File: src/rtl/stream_mux4to1_pkg.sv
// Shared definitions for the 4-to-1 packet stream multiplexer.
//   NUM_CH  : number of input channels
//   SEL_W   : width of a channel index
//   state_t : packet-lock FSM states
package stream_pkg;

  localparam int NUM_CH = 4;
  localparam int SEL_W  = 2;

  typedef enum logic {
    ST_IDLE   = 1'b0,
    ST_LOCKED = 1'b1
  } state_t;

endpackage

File: src/rtl/stream_mux4to1_if.sv
// Handshake bundle between four stream producers, the multiplexer and one
// consumer.
//   in_data/in_valid/in_last : per-channel beats from the producers
//   in_ready                 : per-channel accept from the multiplexer
//   out_data/out_last/out_sel/out_valid : merged beat toward the consumer
//   out_ready                : consumer accept
// Modports: master = producers + consumer side (the environment),
//           slave  = the multiplexer itself.
interface stream_mux4to1_if
  import stream_pkg::*;
#(
  parameter int DATA_W = 8
);

  logic [NUM_CH*DATA_W-1:0] in_data;
  logic [NUM_CH-1:0]        in_valid;
  logic [NUM_CH-1:0]        in_last;
  logic [NUM_CH-1:0]        in_ready;
  logic [DATA_W-1:0]        out_data;
  logic                     out_last;
  logic [SEL_W-1:0]         out_sel;
  logic                     out_valid;
  logic                     out_ready;

  modport master (
    output in_data, in_valid, in_last, out_ready,
    input  in_ready, out_data, out_last, out_sel, out_valid
  );

  modport slave (
    input  in_data, in_valid, in_last, out_ready,
    output in_ready, out_data, out_last, out_sel, out_valid
  );

endinterface

File: src/rtl/stream_mux4to1_rr_arbiter4.sv
// Combinational four-way round-robin arbiter.
//   req        : request per channel
//   last_grant : channel granted most recently; search starts one above it
//   grant      : one-hot grant, zero when nothing requests
//   grant_idx  : index of the granted channel (0 when nothing requests)
module rr_arbiter4
  import stream_pkg::*;
(
  input  logic [NUM_CH-1:0] req,
  input  logic [SEL_W-1:0]  last_grant,
  output logic [NUM_CH-1:0] grant,
  output logic [SEL_W-1:0]  grant_idx
);

  logic [SEL_W-1:0] idx;
  logic             found;

  // The index addition wraps naturally in SEL_W bits, giving the rotation.
  always_comb begin
    grant     = '0;
    grant_idx = '0;
    found     = 1'b0;
    idx       = '0;
    for (int k = 1; k <= NUM_CH; k++) begin
      idx = last_grant + SEL_W'(k);
      if (!found && req[idx]) begin
        found      = 1'b1;
        grant[idx] = 1'b1;
        grant_idx  = idx;
      end
    end
  end

endmodule

File: src/rtl/stream_mux4to1.sv
// Four-input packet stream multiplexer with round-robin arbitration and
// packet lock; a single registered output stage.
//   clk   : rising-edge clock
//   rst_n : asynchronous active-low reset
//   bus   : handshake bundle (slave view); see stream_mux4to1_if
module stream_mux4to1
  import stream_pkg::*;
#(
  parameter int DATA_W = 8
) (
  input logic             clk,
  input logic             rst_n,
  stream_mux4to1_if.slave bus
);

  state_t            state_q, state_d;
  logic [SEL_W-1:0]  lock_ch_q, lock_ch_d;
  logic [SEL_W-1:0]  last_grant_q, last_grant_d;
  logic [NUM_CH-1:0] arb_grant;
  logic [SEL_W-1:0]  arb_idx;
  logic [NUM_CH-1:0] grant;
  logic [SEL_W-1:0]  grant_idx;
  logic [NUM_CH-1:0] ready;
  logic              load;
  logic              xfer;
  logic [DATA_W-1:0] sel_data;
  logic              sel_last;

  logic [DATA_W-1:0] data_p0;
  logic              last_p0;
  logic [SEL_W-1:0]  sel_p0;
  logic              vld_p0;

  rr_arbiter4 u_arb (
    .req        (bus.in_valid),
    .last_grant (last_grant_q),
    .grant      (arb_grant),
    .grant_idx  (arb_idx)
  );

  assign load = ~vld_p0 | bus.out_ready;

  always_comb begin
    state_d      = state_q;
    lock_ch_d    = lock_ch_q;
    last_grant_d = last_grant_q;
    if (state_q == ST_LOCKED) begin
      grant     = NUM_CH'(1) << lock_ch_q;
      grant_idx = lock_ch_q;
    end else begin
      grant     = arb_grant;
      grant_idx = arb_idx;
    end
    // Beats offered while reset is held would be lost, so refuse them.
    ready    = (load && rst_n) ? grant : '0;
    xfer     = |(ready & bus.in_valid);
    sel_data = bus.in_data[grant_idx*DATA_W +: DATA_W];
    sel_last = bus.in_last[grant_idx];
    if (xfer) begin
      last_grant_d = grant_idx;
      if (state_q == ST_IDLE && !sel_last) begin
        state_d   = ST_LOCKED;
        lock_ch_d = grant_idx;
      end else if (state_q == ST_LOCKED && sel_last) begin
        state_d = ST_IDLE;
      end
    end
  end

  // Stage p0: output register and lock FSM state
  always_ff @(posedge clk or negedge rst_n) begin
    if (!rst_n) begin
      state_q      <= ST_IDLE;
      lock_ch_q    <= '0;
      last_grant_q <= SEL_W'(NUM_CH - 1);
      vld_p0       <= 1'b0;
      data_p0      <= '0;
      last_p0      <= 1'b0;
      sel_p0       <= '0;
    end else begin
      state_q      <= state_d;
      lock_ch_q    <= lock_ch_d;
      last_grant_q <= last_grant_d;
      if (load) begin
        vld_p0 <= xfer;
        if (xfer) begin
          data_p0 <= sel_data;
          last_p0 <= sel_last;
          sel_p0  <= grant_idx;
        end
      end
    end
  end

  assign bus.in_ready  = ready;
  assign bus.out_data  = data_p0;
  assign bus.out_last  = last_p0;
  assign bus.out_sel   = sel_p0;
  assign bus.out_valid = vld_p0;

endmodule

File: src/flat_wrapper.sv
// flat-port wrapper written by rule: the top's interface ports become plain ports
module stream_mux4to1_flat import stream_pkg::*;
#(
  parameter int DATA_W = 8
)
  (clk, rst_n, bus_in_data, bus_in_valid, bus_in_last, bus_out_ready, bus_in_ready, bus_out_data, bus_out_last, bus_out_sel, bus_out_valid);
  stream_mux4to1_if #(.DATA_W(DATA_W)) bus_i ();
  input logic clk;
  input logic rst_n;
  input wire logic [$bits(bus_i.in_data)-1:0] bus_in_data;
  input wire logic [$bits(bus_i.in_valid)-1:0] bus_in_valid;
  input wire logic [$bits(bus_i.in_last)-1:0] bus_in_last;
  input wire logic [$bits(bus_i.out_ready)-1:0] bus_out_ready;
  output wire logic [$bits(bus_i.in_ready)-1:0] bus_in_ready;
  output wire logic [$bits(bus_i.out_data)-1:0] bus_out_data;
  output wire logic [$bits(bus_i.out_last)-1:0] bus_out_last;
  output wire logic [$bits(bus_i.out_sel)-1:0] bus_out_sel;
  output wire logic [$bits(bus_i.out_valid)-1:0] bus_out_valid;
  assign bus_i.in_data = bus_in_data;
  assign bus_i.in_valid = bus_in_valid;
  assign bus_i.in_last = bus_in_last;
  assign bus_i.out_ready = bus_out_ready;
  assign bus_in_ready = bus_i.in_ready;
  assign bus_out_data = bus_i.out_data;
  assign bus_out_last = bus_i.out_last;
  assign bus_out_sel = bus_i.out_sel;
  assign bus_out_valid = bus_i.out_valid;
  stream_mux4to1 #(.DATA_W(DATA_W)) u_core (.clk(clk), .rst_n(rst_n), .bus(bus_i));
endmodule
File: config.mk
export PLATFORM = sky130hd
export DESIGN_NAME = stream_mux4to1_flat
export DESIGN_NICKNAME = d
export VERILOG_FILES = /design/src/rtl/stream_mux4to1_pkg.sv /design/src/rtl/stream_mux4to1_if.sv /design/src/rtl/stream_mux4to1_rr_arbiter4.sv /design/src/rtl/stream_mux4to1.sv /design/src/flat_wrapper.sv
export SDC_FILE = /design/constraint.sdc
export NUM_CORES = 1
export LEC_CHECK = 0
export CELL_PAD_IN_SITES_DETAIL_PLACEMENT = 1
export CELL_PAD_IN_SITES_GLOBAL_PLACEMENT = 1
export CORE_ASPECT_RATIO = 2
export CORE_MARGIN = 2
export CORE_UTILIZATION = 38
export CTS_BUF_LIST = sky130_fd_sc_hd__clkbuf_8
export DETAILED_ROUTE_END_ITERATION = 7
export PLACE_DENSITY = 0.86
export RECOVER_POWER = 25
export SETUP_SLACK_MARGIN = 0.05
export SLEW_MARGIN = 25
export SYNTH_ARGS = -nofsm -noshare
export SYNTH_HDL_FRONTEND = slang
export SYNTH_HIERARCHICAL = 1
export SYNTH_SLANG_ARGS = --single-unit
export TNS_END_PERCENT = 20
File: constraint.sdc
create_clock -name clk -period 6.6 [get_ports clk]
set_clock_uncertainty 0.05 [all_clocks]
set_input_delay 1.32 -clock clk [delete_from_list [all_inputs] [get_ports clk]]
set_output_delay 1.32 -clock clk [all_outputs]
set_load 0.02 [all_outputs]
== Word level (Yosys, flattened, before mapping) ==
Cells that the tools add are included.
Operators by class
  muxes and demuxes: 34
  bitwise logic cells: 7
  shift-type cells: 2
  reduce and logical (&&, ||, !) cells: 19
  div/mod/pow operators: 0
  equality and inequality tests: 0
  magnitude comparators: 9
  $mul: 0
  $add $sub $neg: 3
Operators with widths (count)
  $shiftx 32x6->8: 1
  $mux 4: 6
  $lt 2x3->1 const B: 5
  $mux 1: 14
  $or 4x4->4: 3
  $bmux 1 s2: 5
  $logic_and 1x1->1: 10
  $mux 2: 5
  $demux 1 s2: 4
  $ge 2x1->1 const B: 4
  $reduce_and 2->1: 3
  $add 2x2->2 const B: 2
  $and 4x4->4: 1
  $logic_not 1->1: 4
  $reduce_or 4->1: 1
  $shl 1x2->4 const A: 1
  $add 2x1->2 const B: 1
  $not 1->1: 2
  $reduce_bool 2->1: 1
  $or 1x1->1: 1
Storage, ports and cells
  RAM bits: 0
  bits in latches: 0
  memories: 0
  input bits: 43
  output and inout bits: 16
  logic and storage cells: 81
  memory bits (read-only): 0
  register bits after elaboration: 17

== Longest topological paths before layout ==
  depth in word-level cells: 20
  mapped depth: 13
  mapped depth without buffers: 12

== Hierarchy ==
Netlist, hierarchy kept.
Modules (own cells, without submodules)
  stream_mux4to1: area each 1111.1 µm², cells each 80, instances 1, seq. area each 427.9 µm²
  rr_arbiter4: area each 490.5 µm², cells each 59, instances 1, seq. area each 0.0 µm²

== Worst setup path after synthesis ==
Ideal clock, no wire load.
  kind: input -> output
  start point: input port bus_in_valid[2]
  end point: output port bus_in_ready[0]
  stages on the path: 7
  path buffers: 1
  arrival time: 2.837 ns
  slack: 2.393 ns
  required time: 5.230 ns
  cells stage by stage: buf_6 > mux4_2 > a211oi_4 > a221o_1 > nor2b_1 > nor2_1 > nor2_1
Between the ends
  longest elaborated chain between the ends: 14
  elaborated cells on any way between the ends: 26
  those cells by class: mux (17); bitwise (3); reduce/logical (6)
RTL lines
  start: declaration: RTL line flat_wrapper.sv:11  | input wire logic [$bits(bus_i.in_valid)-1:0] bus_in_valid;
  $bmux 1 s2: RTL line stream_mux4to1_rr_arbiter4.sv:26  | if (!found && req[idx]) begin
  $mux 1 (implied by the code): RTL line stream_mux4to1_rr_arbiter4.sv:26
  $mux 1: RTL line stream_mux4to1_rr_arbiter4.sv:26
  $logic_not 1->1: RTL line stream_mux4to1_rr_arbiter4.sv:26
  $logic_and 1x1->1: RTL line stream_mux4to1_rr_arbiter4.sv:26
  $mux 1: RTL line stream_mux4to1_rr_arbiter4.sv:26
  $logic_not 1->1: RTL line stream_mux4to1_rr_arbiter4.sv:26
  $logic_and 1x1->1: RTL line stream_mux4to1_rr_arbiter4.sv:26
  $mux 1: RTL line stream_mux4to1_rr_arbiter4.sv:26
  $logic_not 1->1: RTL line stream_mux4to1_rr_arbiter4.sv:26
  $logic_and 1x1->1: RTL line stream_mux4to1_rr_arbiter4.sv:26
  $mux 4 (*): RTL line stream_mux4to1_rr_arbiter4.sv:26
  net u_core.arb_grant[0]: RTL line stream_mux4to1.sv:19  | logic [NUM_CH-1:0] arb_grant;
  $mux 4 (*): RTL line stream_mux4to1.sv:47  | if (state_q == ST_LOCKED) begin
  $mux 4 (*): RTL line stream_mux4to1.sv:55  | ready = (load && rst_n) ? grant : '0;
  end: declaration: RTL line flat_wrapper.sv:14  | output wire logic [$bits(bus_i.in_ready)-1:0] bus_in_ready;
Mark *: on every way through the listed nets, which the timed path passes. The rest lies on a longest branch. The select of a mux whose other input is x is not followed.

== Final worst setup path ==
Ends and elaborated chain as after synthesis.

==> metrics.csv <==
metric,value,unit
status,"finished, final reports clean",
fin util,0.544,
Net Sw Frac,0.443,
Synth Cell Area,0.00160,mm²
synth unique cells,43,
hold_buf cts,0,
critical-path cell list,clkdlybuf4s50_1 -> mux4_2 -> a211oi_4 -> a221o_1 -> nor2b_1 -> nor2_1 -> nor2_1 -> clkdlybuf4s50_1,
min-delay worst type,flop to flop,
Worst Hold End,u_core/bus.out_data[0],
Seq cells post-synth,17,
H-tree depth,1,
# rows,33,
GRT Util Overall,0.214,
hold depth,1,
vias in the first global route,1738,
DR iter-0 viols,28,
1st-pass router iterations,4,
WL final,4760,µm
clk sinks,17,
CTS tree,built,
crit path buf inv count,2,
Synth Warn #,6,
number of flops mapped to enable cells by yosys,0,
Clk pwr share,0.063,
setup ws final,1.17,ns
die width,49.9,µm
critical path class,primary input to output pin,
worst vdd ir,0.283,mV
clk_lat worst skew,0.25,ns
"FFs w/ async S/R, synth",1.00,
Post-synth top flop,dfrtp_1,
final slew viol count,0,
hpwl dp,3880,µm
clock buffer count from CTS,3,
WL per Instance,19.3,µm
Critical-path top delay cell,mux4_2,
clk slew on worst S/H paths,0.07,ns
num ports,59,
Area Growth Syn to Fin,38.8,%
flop-to-flop setup slack,2.17,ns
ranking of synthesized cells by area,"dfrtp_1 23%, mux4_2 13%, mux2_4 9.4%",
"Setup Fix Bufs, Post-CTS",0,
CP required,5.23,ns
FMAX,184,MHz
DIE HEIGHT,95.8,µm
Core Footprint,0.00409,mm²
CP arrival,4.06,ns
nets@finish,247,
pwr/cell area,541,mW/mm²
Reg power frac,0.200,
initial antenna violation count,0,
Gate Count Post-Synth,139,
critical path peak fanout,12,
critical path endpoint category,output pin,
"Net Count, Synth",191,
first-pass GRT wire length,7710,µm
worst relative slew slack,0.326,
largest net degree at the start of global routing,20,
Synth area leader,dfrtp_1,
worst hold start,u_core/bus.out_data[0],
sequential area share after synthesis,0.267,
final hold vios,0,
Initial Util,0.392,
drt via density,5.76,
Pint,0.000670,W
GR Overflow Total,0,
Final setup viols,0,
Crit path largest cell delay,0.66,ns
RD Place Congestion,0.953,
Tmin final,5.43,ns
Ant. Diodes,0,
CTS resizes,0,
Startpoint Class,primary input,
DRT antenna net count,0,
Worst-Margin Slew,1.01,ns
RSZ-0062 raised after global routing,no,
Synth top area share,0.234,
layout cell share with drive strength beyond 1,0.206,
Synth Area per Inst,11.5,µm²
Logic pwr share,0.737,
Post-Layout Cell Count,246,
DRC violations left,0,
placed cells,242,
Worst R2R Path Depth,12,
Leakage,0.915,nW
Max clock buf depth,2,
Net Sw Power,0.000532,W
r2r startpoint,u_core/last_grant_q[0],
Filler Cell Count,429,
CTS root buf,clkbuf_8,
Setup WS pre-CTS,1.21,ns
Setup TNS,0,ns
DIE AREA,0.00478,mm²
reg2reg end,u_core/lock_ch_q[1],
# port buffers,58,
Crit path max-delay family,buffers and inverters,
worst hold margin,0.464,ns
period utilization,0.822,
Maximum Capacitance Violations,0,
vias,1416,
stage by stage:
step | total power (W) | area, µm²
2_1_floorplan | 0.000891 | 1600
3_3_place_gp | 0.00108 | 2180
3_5_place_dp | 0.00112 | 2180
4_1_cts | 0.00121 | 2230
5_1_grt | 0.00129 | 2220
6_report | 0.00120 | 2220
worst reg2reg max path, cell delays in order (launching register included):
cell,delay (ns)
dfstp_2,0.76
inv_1,0.17
ha_1,0.46
mux4_2,0.47
o21ai_1,0.19
a2bb2oi_1,0.24
mux2_4,0.34
mux4_1,0.64
inv_1,0.10
ha_1,0.16
nand3_1,0.08
a31oi_1,0.30
mux2_2,0.37
flip-flops by register name, indices dropped and copies added, names as in the netlist:
name	flops
u_core/bus.out_last	1
u_core/lock_ch_q	2
u_core/state_q	1
u_core/last_grant_q	2
u_core/bus.out_valid	1
u_core/bus.out_data	8
u_core/bus.out_sel	2
worst max path at each step:
stage	from	slack, ns	to	cells after the start
floorplan	bus_in_valid[2]	2.39	bus_in_ready[0]	7
global placement	bus_in_valid[2]	1.30	bus_in_ready[0]	8
detailed placement	bus_in_valid[2]	1.21	bus_in_ready[0]	8
CTS	bus_in_valid[2]	1.18	bus_in_ready[0]	8
global route	bus_in_valid[3]	1.02	bus_in_ready[0]	9
finish	bus_in_valid[2]	1.17	bus_in_ready[0]	8
cell type report:
class                           instances  area, µm²  area share
Tap cell                               52       65.1      0.0293
Clock buffer                            3       41.3      0.0186
Inverter                                7       26.3      0.0118
Timing Repair Buffer                   59        584       0.263
Multi-Input combinational cell        107       1070       0.483
Clock inverter                          1       3.75     0.00169
Sequential cell                        17        428       0.192
power by group through the flow:
stage | sequential, W | clock [W] | combinational, W
after detailed placement | 0.000241 | 0 | 0.000883
final | 0.000240 | 0.0000762 | 0.000885
after CTS | 0.000240 | 0.0000785 | 0.000893
after global placement | 0.000233 | 0 | 0.000844
after global routing | 0.000250 | 0.0000812 | 0.000955
after floorplan | 0.000252 | 0 | 0.000639
Yosys cell counts (all sizes together), types with 3 or more instances:
| library cell | count |
|---|---|
| a221o | 4 |
| o21ai | 8 |
| and2b | 3 |
| nor2 | 8 |
| dfrtp | 15 |
| inv | 6 |
| a22oi | 3 |
| a21oi | 4 |
| mux2 | 19 |
| mux4 | 11 |
| ha | 9 |
| buf | 8 |
| nand2 | 12 |
kinds of logic after synthesis:
| family | Yosys count | synth area share |
|---|---|---|
| muxes | 32 | 0.329 |
| DFF | 17 | 0.267 |
| and+or+nand+nor | 34 | 0.110 |
| buffers and inverters | 15 | 0.0617 |
| AOI/OAI and AO/OA | 32 | 0.162 |
| adders and majority gates | 9 | 0.0703 |
layout by cell type, fill, tap and decap left out, types with 2 or more instances in the layout:
cell type,Yosys,final
and3b_1,2,2
mux2_2,9,9
nand3_1,2,2
dfstp_2,2,2
clkdlybuf4s50_1,0,57
a22oi_1,2,2
nor2b_1,2,2
o21ai_1,6,6
inv_1,6,7
mux4_2,9,9
a221o_1,4,4
a31oi_1,2,2
o21ai_0,2,2
mux2i_1,2,2
mux4_1,2,2
ha_1,9,9
and2b_1,2,2
clkbuf_8,0,3
nor2_1,7,7
mux2_4,10,10
nand2_1,12,12
dfrtp_1,15,15
a21oi_1,4,4
nand2b_1,2,2
per-layer routing:
layer  track usage  share of wire
met1         0.191           0.33
met2         0.428           0.60
met3        0.0450          0.058
met5             0              0
met4         0.116          0.019
Power figures use the tool's default switching activity.
==> RTL edit 1, RTL diff (config.mk and constraints unchanged) <==
Change the package constant `SEL_W` from 2 to 1.
--- a/src/rtl/stream_mux4to1_pkg.sv
+++ b/src/rtl/stream_mux4to1_pkg.sv
@@ -6,5 +6,5 @@
 
   localparam int NUM_CH = 4;
-  localparam int SEL_W  = 2;
+  localparam int SEL_W  = 1;
 
   typedef enum logic {
Interface: changed (resized bus_out_sel); port bits go from 59 to 58. No check against the original RTL was run, so the function may have changed too.
==> RTL edit 1 against the unedited design <==
Worst setup slack gained 0.51 ns; routed wire length shrank 53%; total power shrank 52%; sequential cell count shrank 3; design area shrank 41%; highest routed layer unchanged; register-to-register slack gained 2.4 ns; first-iteration DRC count shrank 68%; largest power group unchanged; synthesized area shrank 45%; maximum frequency grew 10%; non-clock buffer count shrank 19.
==> RTL edit 1: results (changes against the unedited design) <==
stage;metric;value;unit;change
run_status;status;finished, final reports clean;;
final_layout;nFillCells;237;;-45%
sta;finalWorstSetupSlack;1.69;ns;+0.513 ns
drt;wl_met1;796;µm;-49%
min_path;hold_path.startpoint;u_core/last_grant_q;;
final_layout;final_nets;159;;-36%
synthesis;yosysSeqAreaShare;39.7;%;+13 points
power_and_ir_drop;clkPwrFrac;14.0;%;+7.7 points
sta;holdWs;0.443;ns;-0.0212 ns
setup_path;r2r-start;u_core/last_grant_q;;
synthesis;yosys.area_share.adder;1.41;%;-5.6 points
sta;worst_pin_slew;0.872;ns;-0.139 ns
drt;vias;716;;-49%
synthesis;synth_compound_area_share;8.06;%;-8.1 points
setup_path;critical_path.max_fanout;18;;+6
synthesis;synth_area_leaders;dfrtp_1, mux2_2, mux2_4;;
synthesis;synth_cells;74;;-47%
synthesis;synthTopCellsByCount;dfrtp_1, mux2_2, inv_1, mux2_4, mux2i_1;;
global_routing;grtUsageTotal;19.7;%;-1.7 points
setup_path;rrSetupSlack;4.55;ns;+2.38 ns
drt;via_per_inst;5.11;;-11%
place;placed_area;1270;µm²;-42%
synthesis;yosysUniqueCellTypes;29;;-33%
drt;routed-wl-met3;117;µm;-58%
power_and_ir_drop;p_int;366;µW;-45%
setup_path;r2r_cells;7;;-5
synthesis;yosys-mux-area-fraction;31.3;%;-1.6 points
-- RTL edit 1: changes by cell type after synthesis, moves of 3 or more --
cell     before  now
a21oi_1       4    1
nor2_1        7    2
o21ai_1       6    0
nand2_1      12    4
a221o_1       4    0
mux2i_1       2    6
ha_1          9    1
mux4_2        9    0
mux2_4       10    6
-- RTL edit 1: how the worst max path moves through the flow --
stage,from,endpoint
floorplan,bus_in_valid[0],bus_in_ready[0]
finish,rst_n,bus_in_ready[0]
global placement,bus_in_valid[0],bus_in_ready[0]
CTS,bus_in_valid[1],bus_in_ready[1]
global route,rst_n,bus_in_ready[0]
detailed placement,bus_in_valid[1],bus_in_ready[1]
-- RTL edit 1: area by class of cell --
cell class / count / area [µm²] / share of cell area [%]
Multi-Input combinational cell: 50 / 472 / 35.7
Timing Repair Buffer: 40 / 389 / 29.4
Sequential cell: 14 / 352 / 26.6
Clock buffer: 4 / 55.1 / 4.16
Tap cell: 26 / 32.5 / 2.46
Inverter: 6 / 22.5 / 1.70
==> RTL edit 2, RTL diff (same settings) <==
Made on the original files. Make the reset (`rst_n`) synchronous in one clocked block. Comments in the files are not updated.
--- a/src/rtl/stream_mux4to1.sv
+++ b/src/rtl/stream_mux4to1.sv
@@ -69,5 +69,5 @@
 
   // Stage p0: output register and lock FSM state
-  always_ff @(posedge clk or negedge rst_n) begin
+  always_ff @(posedge clk) begin
     if (!rst_n) begin
       state_q      <= ST_IDLE;
Behaviour: differs if rst_n is asserted again (counterexample within 4 cycles, from zero or initial values and one cycle with rst_n low); with rst_n held inactive, the same outputs for 10 cycles.
==> RTL edit 2 against the unedited design <==
Combinational power decreased by 19%; final cell count rose by 19%; highest routed layer unchanged; largest power group unchanged; worst setup slack better by 0.12 ns; sequential cell count is the same; design area grew 3.5%; sequential power down 17%; maximum frequency increased by 2.2%; total power is 18% lower; first-iteration DRC count decreased by 61%; routed wire length rose by 5.8%; synthesized area is 7.0% higher.
==> RTL edit 2: results (changes against the unedited design) <==
stage;metric;value;unit;change
sta;worst_pin_slew;0.736;ns;-0.274 ns
setup_path;r2r-start;u_core/last_grant_q[0];;
drt;wl_met2;2.95;mm;+3.9%
final_layout;final_nets;292;;+18%
power_and_ir_drop;ir_drop;0.000233;V;-18%
run_status;status;finished, final reports clean;;
global_routing;grt_pass1_vias;1801;;+3.6%
synthesis;synthTopCellsByCount;nand2_1, dfxtp_1, a21oi_1;;
min_path;hold_path.startpoint;u_core/bus.out_sel[0];;
synthesis;synth_area_leaders;dfxtp_1, mux4_2, ha_1;;
drt;vias;1701;;+20%
global_routing;grt_first_pass_wirelength;8.38;mm;+8.8%
final_layout;layout-drive-gt1-share;10.5;%;-10 points
synthesis;avgSynthCellArea;8.97;µm²;-22%
power_and_ir_drop;p_leak;0.924;nW;+0.93%
synthesis;yosysSeqAreaShare;19.9;%;-6.9 points
final_layout;finish.utilization;53.1;%;-1.3 points
sta;finalWorstSetupSlack;1.29;ns;+0.118 ns
final_layout;nFillCells;530;;+24%
place;pre_cts_ws;1.30;ns;+0.0940 ns
place;dp_hpwl;3.97;mm;+2.3%
synthesis;synth_compound_area_share;27.4;%;+11 points
synthesis;yosys-mux-area-fraction;21.9;%;-11 points
global_routing;grt_max_degree;38;;+90%
synthesis;syn-num-nets;243;;+27%
drt;via_per_inst;5.81;;+0.86%
place;placed_area;2260;µm²;+3.4%
drt;wl_met1;1.85;mm;+19%
place;gp_congestion;0.773;;-19%
clock_tree;cts_max_level;1;;unchanged
drt;drt-initial-drc-count;11;;-61%
synthesis;yosys_most_used_dff;dfxtp_1;;
drt;wire_per_inst;17.2;µm;-11%
drt;routed-wl-met3;126;µm;-54%
synthesis;ys_async_sr_fraction;0;%;-100 points
global_routing;grtUsageTotal;21.4;%;-0.053 points
[RTL edit 2: tightest hold or removal path: stages, from the launching register on]
cell and delay [ns]:
dfxtp_1 0.30, nand2_1 0.05, mux2i_1 0.06
[RTL edit 2: final cells by class]
class	instances	share of cell area (%)
tap	54	2.93
clock buffer	3	1.79
inverter	14	2.28
clock inverter	1	0.163
multi-input combinational	143	51.8
timing repair buffer	61	26.2
sequential	17	14.8
[RTL edit 2: report_power, final]
part | switching, mW | leakage, nW | internal (mW)
Combinational | 0.379 | 0.757 | 0.335
Sequential | 0.0573 | 0.140 | 0.143
Clock | 0.0339 | 0.0269 | 0.0412
Total | 0.470 | 0.924 | 0.518
[RTL edit 2: logic make-up (layout without fill, tap and decap cells)]
group / count (synthesis) / in the layout
and+or+nand+nor: 49 / 49
DFF: 17 / 17
adders and majority gates: 9 / 9
buffers and inverters: 31 / 79
muxes: 22 / 22
AOI/OAI and AO/OA: 63 / 63
[RTL edit 2: per-layer routing]
metal,global-route usage [%],vias up
met5,0,-
met4,8.70,0
met3,1.52,8
met2,41.5,35
met1,22.1,847
li1,-,811
[RTL edit 2: final timing paths]
| check | end | slack [ns] | cells after the start |
|---|---|---|---|
| worst max-delay path | bus_in_ready[3] | 1.29 | 7 |
| worst min-delay path | u_core/bus.out_sel[0] | 0.41 | 2 |
| worst max register to register | u_core/state_q | 2.39 | 11 |
| worst min register to register | u_core/bus.out_sel[0] | 0.41 | 2 |
